**src/rtl/key_search_host.sv**
```systemverilog
// Initiator-side sequencer for the brute-force key search controller: launches a
// search, counts UP attempts, captures the found key and recovers the controller.
module key_search_host #(
    parameter int KEY_W     = 16,
    parameter int MAX_TRIES = 2 ** KEY_W
) (
    input  logic             clk_i,
    input  logic             reset_ni,
    input  logic             req_i,
    input  logic             abort_i,
    input  logic [KEY_W-1:0] key_i,
    input  logic             up_i,
    input  logic             en2_i,
    output logic             start_o,
    output logic             ctl_reset_o,
    output logic             busy_o,
    output logic             done_o,
    output logic             hit_o,
    output logic [KEY_W-1:0] result_key_o,
    output logic [KEY_W:0]   tries_o
);

    typedef enum logic [2:0] {
        S_IDLE, S_LAUNCH, S_SEARCH, S_CAPTURE, S_RELEASE, S_FAIL
    } state_e;

    localparam logic [KEY_W:0] TRIES_MAX = (KEY_W+1)'(MAX_TRIES);
    localparam logic [KEY_W:0] TRIES_ONE = (KEY_W+1)'(1);

    state_e           state_q;
    logic             start_q, ctl_reset_q, busy_q, done_q, hit_q;
    logic [KEY_W-1:0] result_key_q;
    logic [KEY_W:0]   tries_q, tries_d;
    logic [1:0]       grace_q;
    logic             grace_act_q;
    logic             count_up, reach_max, grace_exp;

    always_comb begin
        tries_d   = tries_q + TRIES_ONE;
        count_up  = up_i && (tries_q != TRIES_MAX);
        reach_max = count_up && (tries_d == TRIES_MAX);
        // The decrement that would bring the counter to 0 is the expiry point.
        grace_exp = grace_act_q && (grace_q == 2'd1);
    end

    always_ff @(posedge clk_i or negedge reset_ni) begin
        if (!reset_ni) begin
            state_q      <= S_IDLE;
            start_q      <= 1'b0;
            ctl_reset_q  <= 1'b0;
            busy_q       <= 1'b0;
            done_q       <= 1'b0;
            hit_q        <= 1'b0;
            result_key_q <= '0;
            tries_q      <= '0;
            grace_q      <= 2'd0;
            grace_act_q  <= 1'b0;
        end else begin
            done_q      <= 1'b0;
            ctl_reset_q <= 1'b0;
            case (state_q)
                S_IDLE: if (req_i) begin
                    state_q      <= S_LAUNCH;
                    start_q      <= 1'b1;
                    busy_q       <= 1'b1;
                    tries_q      <= '0;
                    hit_q        <= 1'b0;
                    result_key_q <= '0;
                    grace_q      <= 2'd0;
                    grace_act_q  <= 1'b0;
                end
                S_LAUNCH: state_q <= S_SEARCH;
                S_SEARCH: begin
                    if (count_up) tries_q <= tries_d;
                    if (reach_max) begin
                        grace_act_q <= 1'b1;
                        grace_q     <= 2'd2;
                    end else if (grace_act_q && grace_q != 2'd0) begin
                        grace_q <= grace_q - 2'd1;
                    end
                    if (en2_i) begin
                        state_q <= S_CAPTURE;
                    end else if (abort_i || grace_exp) begin
                        // Controller only leaves its search loop via FoundKey or reset.
                        state_q      <= S_FAIL;
                        start_q      <= 1'b0;
                        ctl_reset_q  <= 1'b1;
                        done_q       <= 1'b1;
                        hit_q        <= 1'b0;
                        result_key_q <= '0;
                    end
                end
                S_CAPTURE: begin
                    result_key_q <= key_i;
                    hit_q        <= 1'b1;
                    start_q      <= 1'b0;
                    state_q      <= S_RELEASE;
                end
                S_RELEASE: if (!en2_i) begin
                    done_q  <= 1'b1;
                    busy_q  <= 1'b0;
                    state_q <= S_IDLE;
                end
                S_FAIL: begin
                    busy_q  <= 1'b0;
                    state_q <= S_IDLE;
                end
                default: state_q <= S_IDLE;
            endcase
        end
    end

    assign start_o      = start_q;
    assign ctl_reset_o  = ctl_reset_q;
    assign busy_o       = busy_q;
    assign done_o       = done_q;
    assign hit_o        = hit_q;
    assign result_key_o = result_key_q;
    assign tries_o      = tries_q;

endmodule

```
**config.mk**
```make
export PLATFORM = sky130hd
export DESIGN_NAME = key_search_host
export DESIGN_NICKNAME = d
export VERILOG_FILES = /design/src/rtl/key_search_host.sv
export SDC_FILE = /design/constraint.sdc
export NUM_CORES = 1
export LEC_CHECK = 0
export BUFFER_PORTS_ARGS = -buffer_cell sky130_fd_sc_hd__buf_2
export CAP_MARGIN = 20
export CORE_AREA = 4 4 93 95
export DETAILED_ROUTE_END_ITERATION = 7
export DIE_AREA = 0 0 97 99
export PLACE_DENSITY = 0.59
export SYNTH_ARGS = -nofsm -noshare
export SYNTH_HDL_FRONTEND = slang
export SYNTH_SLANG_ARGS = --single-unit
```
**constraint.sdc**
```tcl
create_clock -name clk_i -period 3.4 [get_ports clk_i]
set_input_delay 0.17 -clock clk_i [delete_from_list [all_inputs] [get_ports clk_i]]
set_output_delay 0.17 -clock clk_i [all_outputs]
set_load 0.01 [all_outputs]
```
Word-level counts from Yosys, hierarchy flattened --
Cells that the tools add are included. Widths: inputs -> output; s select.
Operators by class: add/sub/neg operators 2, reduce and logical (&&, ||, !) cells 16, muxes and demuxes 31, equality and inequality tests 16
Operator list (count):
- $mux 16 | 3
- $pmux 16 s3 | 1
- $mux 17 | 2
- $pmux 17 s2 | 1
- $add 17x1->17 const B | 1
- $eq 17x17->1 const B | 1
- $ne 17x17->1 const B | 1
- $pmux 3 s5 | 1
- $reduce_and 3->1 | 5
- $mux 3 | 4
- $ne 2x2->1 const B | 6
- $mux 1 | 10
- $pmux 1 s3 | 3
- $eq 3x2->1 const B | 2
- $eq 3x3->1 const B | 2
- $mux 2 | 3
- $ne 3x3->1 const B | 2
- $reduce_bool 3->1 | 2
- $logic_and 1x1->1 | 4
- $pmux 1 s2 | 2
- $pmux 2 s2 | 1
- $reduce_and 4->1 | 1
- $reduce_bool 2->1 | 2
- $eq 3x1->1 const B | 1
- other kinds (4) | 4
Storage, ports and cells: register bits 44, logic and storage cells 75, output and inout port bits 38, bits of input ports 22

Longest topological paths before layout --
depth after elaboration 6, gate-level depth with buffers 10, mapped depth without buffers 9

Worst setup path after synthesis --
No wires, ideal clock.
path kind register to register, start point register tries_q[0] (netlist: tries_o[0]), end point register grace_q[0], data required time 3.282 ns, setup slack 1.062 ns, setup time 0.118 ns, cell stages (with the launch flop) 9, arrival 2.219 ns, clock period less this slack 2.338 ns, path buffers 0, cells stage by stage dfrtp_1 > ha_1 > nand4_1 > or2_2 > xnor2_1 > a2111o_1 > nor4_2 > a21oi_1 > a21o_1
On the way: longest elaborated chain between the ends 5, elaborated cells on any way between the ends 9, those cells by class 1 x add/sub; 3 x eq/ne; 2 x mux; 3 x reduce/logical
RTL lines:
- from (decl) | RTL line 33 | logic [KEY_W:0] tries_q, tries_d;
- from (signal assigned) | RTL line 74 | if (count_up) tries_q <= tries_d;
- $add 17x1->17 or $ne 17x17->1 (tied branches) | RTL line 39, 40
- $eq 17x17->1 or $logic_and 1x1->1 (tied branches) | RTL line 41, 40
- $logic_and 1x1->1 (*) | RTL line 41 | reach_max = count_up && (tries_d == TRIES_MAX);
- $ne 3x3->1 (no line) or $mux 2 (tied branches)
- $reduce_and 3->1 (no line) or $pmux 2 s2 (tied branches)
- to (signal assigned) | RTL line 79 | grace_q <= grace_q - 2'd1;
- to (decl) | RTL line 34 | logic [1:0] grace_q;
Mark *: on every way between the ends. The rest lies on a longest branch, timed or not. A chain may end at the register's enable or synchronous reset.

Worst setup path in the final report --
start point register tries_q[0] (netlist: tries_o[0]), end point register tries_q[6] (netlist: tries_o[6])
On the way: longest elaborated chain between the ends 4, elaborated cells on any way between the ends 7, those cells by class 1 x add/sub; 2 x eq/ne; 2 x mux; 2 x reduce/logical
RTL lines:
- branches (longest 4 deep; another with $add 17x1->17)
Parallel ways; which one is timed is not known. The select of a mux whose other input is x is not followed.

==> impl_metrics.tcl <==
set metrics [dict create \
    worst_path_max_delay_cell "o41ai_1" \
    setup-tns-final_ns 0 \
    fmax_mhz 361 \
    p_total_mw 1.65 \
    initial_core_util_pct 29.8 \
    timing.final.crit_share_pct 81.4 \
    htree_num_levels 2 \
    routabilityCongestion 0.824 \
    utilization_pct 36.4 \
    grt_pass1_wl_um 9650 \
    antenna_found_initial 0 \
    antenna_cells 0 \
    r2r_setup_slack_ns 0.63 \
    synth_top_area_share_pct 47.8 \
    yosysSeqAreaShare_pct 47.8 \
    root_buffer "clkbuf_8" \
    ant_nets 0 \
    hpwl_um 3940 \
    min_from "key_i[5]" \
    grt_use_met1_pct 16.6 \
    tightest_slew_ns 0.615 \
    pwr-share-clk_pct 26.1 \
    path_cells "inv_1 -> ha_1 -> nor4b_1 -> nand4_1 -> o41ai_1 -> or2_2 -> a31oi_1 -> o21ai_0 -> o41ai_1" \
    synth.distinct_cells 39 \
    drtIter0Drc 113 \
    grt_max_degree 45 \
    rows 32 \
    drc 0 \
    setup.worst_path.end_class "flop" \
    worstPathMaxFanout 31 \
    cap_violations 0 \
    skew_ns 0.00443 \
    vias 2028 \
    path_buf_inv 1 \
    critical_path.most_common_cell "o41ai_1" \
    syn_avg_cell_area_sq_um 9.37 \
    first_pass_iters 5 \
    ys_ff_latch 44 \
    cts_buffer_depth 2 \
    async_flop_share_pct 100 \
    crit_required_ns 3.56 \
    final_cells 402 \
    numCtsBuffers 5 \
    cts_resized 0 \
    power_leakage_nw 1.35 \
    r2r-start "tries_o[0]" \
    netlist_area_sq_um 2300 \
    startpoint_type "flop" \
    dieArea_sq_um 9600 \
    switchingPower_mw 0.590 \
    grt_most_used_layer "met2" \
    path_depth 9 \
    dieWidth_um 97 \
    boundaryPins 60 \
    clkSinkCount 44 \
    hold_depth 2 \
    worst-setup-path-type "reg2reg" \
    drive_above_1_share_pct 25.7 \
    die_h_um 99 \
    cts_tree "done" \
    whs_ns 0.0855 \
    powerDensity_nw_per_um2 588 \
    cp_top_family "simple AND/OR/NAND/NOR gates" \
    internal_power_mw 1.06 \
    io_buffers 59 \
    clock_latency_ns 0.30 \
    setup_viol 0 \
    grt_pass1_vias 1984 \
    hold_path.class "in2reg" \
    slew_viol_final 0 \
    hold_violations 0 \
    slowest_delay_ns 0.59 \
    finalWirelength_um 5680 \
    peakVddDrop_v 0.000399 \
    fin_nets 325 \
    timing.rr.end "tries_o[6]" \
    track_usage_pct 11.8 \
    cts_setup_buffers 0 \
    cp.arrival_ns 2.93 \
    syn_inst 246 \
    ys_warn_count 0 \
    viasPerCell 5.04 \
    p_sw_share_pct 35.7 \
    grt_overflow 0 \
    synth_edf_count 0 \
    r2r_cells 9 \
    cts.clk_slew.worst_paths_ns 0.09 \
    combPwrFrac_pct 31.4 \
    placedCellCount 391 \
    synthFlopType "dfrtp_1" \
    pwr-share-seq_pct 42.5 \
    wire_per_inst_um 14.1 \
    areaGrowthSynthToFinish_pct 21.9 \
    met3_usage_pct 2.97 \
    slew_headroom_pct 58.5 \
    rsz0062_at_grt "false" \
    whs_endpoint "result_key_o[5]" \
    mappedNetlistNets 272 \
    yosysTopAreaCell "dfrtp_1" \
    status "finished clean" \
    synthTopCellsByArea "dfrtp_1 48%, a22o_1 6.1%, o21ai_0 6.1%, o31ai_1 4.2%, nor2_1 3.6%" \
    globalRouteMet2Util_pct 18.5 \
    core_sq_um 7730 \
    period_needed_ns 2.77 \
]
## flip-flops by register name, indices dropped and copies added (netlist names)
| signal | flops |
|---|---|
| busy_o | 1 |
| ctl_reset_o | 1 |
| done_o | 1 |
| grace_act_q | 1 |
| grace_q | 2 |
| hit_o | 1 |
| result_key_o | 16 |
| start_o | 1 |
| state_q | 3 |
| tries_o | 17 |
## power by group through the flow
stage | clock (mW) | sequential [mW] | combinational, mW
2_1_floorplan | 0 | 0.721 | 0.339
3_3_place_gp | 0 | 0.708 | 0.516
3_5_place_dp | 0 | 0.712 | 0.517
4_1_cts | 0.444 | 0.701 | 0.522
5_1_grt | 0.470 | 0.719 | 0.581
6_report | 0.431 | 0.703 | 0.518
## cells in the final DEF (no fill, tap or decap), types with 3 or more instances in the layout
cell type  instances
a21o_1             4
a21oi_1           10
a22o_1            16
and3_1             3
buf_2             59
clkbuf_8           6
dfrtp_1           44
ha_1               4
inv_1              8
nand2_1           18
nand2b_1           5
nand3_1           14
nand4_1            5
nor2_1            22
nor2b_1            7
nor3_1             3
o21ai_0           28
o31ai_1           13
or2_2              3
## cells by family after synthesis
| family | count (synthesis) | share of synthesized area, % |
|---|---|---|
| adder cells (fa/ha/maj) | 4 | 2.17 |
| AO/OA/AOI/OAI | 81 | 23.3 |
| multiplexers | 1 | 0.434 |
| buffers and inverters | 24 | 4.61 |
| flip-flops | 44 | 47.8 |
| XOR/XNOR | 4 | 1.52 |
| AND/OR/NAND/NOR | 88 | 20.1 |
## final cells by class
type                    count  area [sq um]
multi-input cells         178          1100
flip-flops and latches     44          1100
clock inverters             2          38.8
clock buffers               6          82.6
repair buffers             62           333
inverters                   8          30.0
well taps                 102           128
fillers                   792          4920
## layer usage
| layer | part of all wire [%] | routed length [um] | up-vias |
|---|---|---|---|
| li1 | - | - | 995 |
| met1 | 49 | 2770 | 955 |
| met2 | 44 | 2500 | 73 |
| met3 | 6.6 | 377 | 5 |
| met4 | 0.60 | 34 | 0 |
| met5 | 0 | 0 | - |
## cells in the mapped netlist, types with 3 or more instances
| library cell | number |
|---|---|
| dfrtp_1 | 44 |
| o21ai_0 | 28 |
| nor2_1 | 22 |
| nand2_1 | 18 |
| a22o_1 | 16 |
| nand3_1 | 14 |
| o31ai_1 | 13 |
| a21oi_1 | 10 |
| inv_1 | 8 |
| buf_2 | 7 |
| clkbuf_1 | 7 |
| nor2b_1 | 7 |
| nand2b_1 | 5 |
| nand4_1 | 5 |
| a21o_1 | 4 |
| ha_1 | 4 |
| and3_1 | 3 |
| nor3_1 | 3 |
| or2_2 | 3 |
## worst reg2reg max path, cell delays in order (launching register included)
cell	delay, ns
dfrtp_1	0.46
inv_1	0.11
ha_1	0.15
nor4b_1	0.25
nand4_1	0.13
o41ai_1	0.59
or2_2	0.59
a31oi_1	0.09
o21ai_0	0.17
o41ai_1	0.11
## worst max-delay path by stage
stage	to	start	slack, ns
after floorplan	grace_q[0]	tries_o[0]	1.06
after global placement	tries_o[3]	tries_o[0]	0.79
after detailed placement	tries_o[5]	tries_o[0]	0.64
after CTS	tries_o[10]	tries_o[0]	0.61
after global routing	tries_o[12]	tries_o[0]	0.28
final	tries_o[6]	tries_o[0]	0.63
## timing repair
action	in CTS	in global routing
endpoints found under the setup margin	0	0
hold buffers	0	1
hold endpoints to repair	0	44
## metrics by stage
stage	setup slack (ns)	instance area [sq um]
floorplan	1.06	2300
global placement	0.795	2650
detailed placement	0.638	2650
CTS	0.608	2770
global route	0.278	2810
finish	0.633	2810
(Power assumes the default switching activity.)
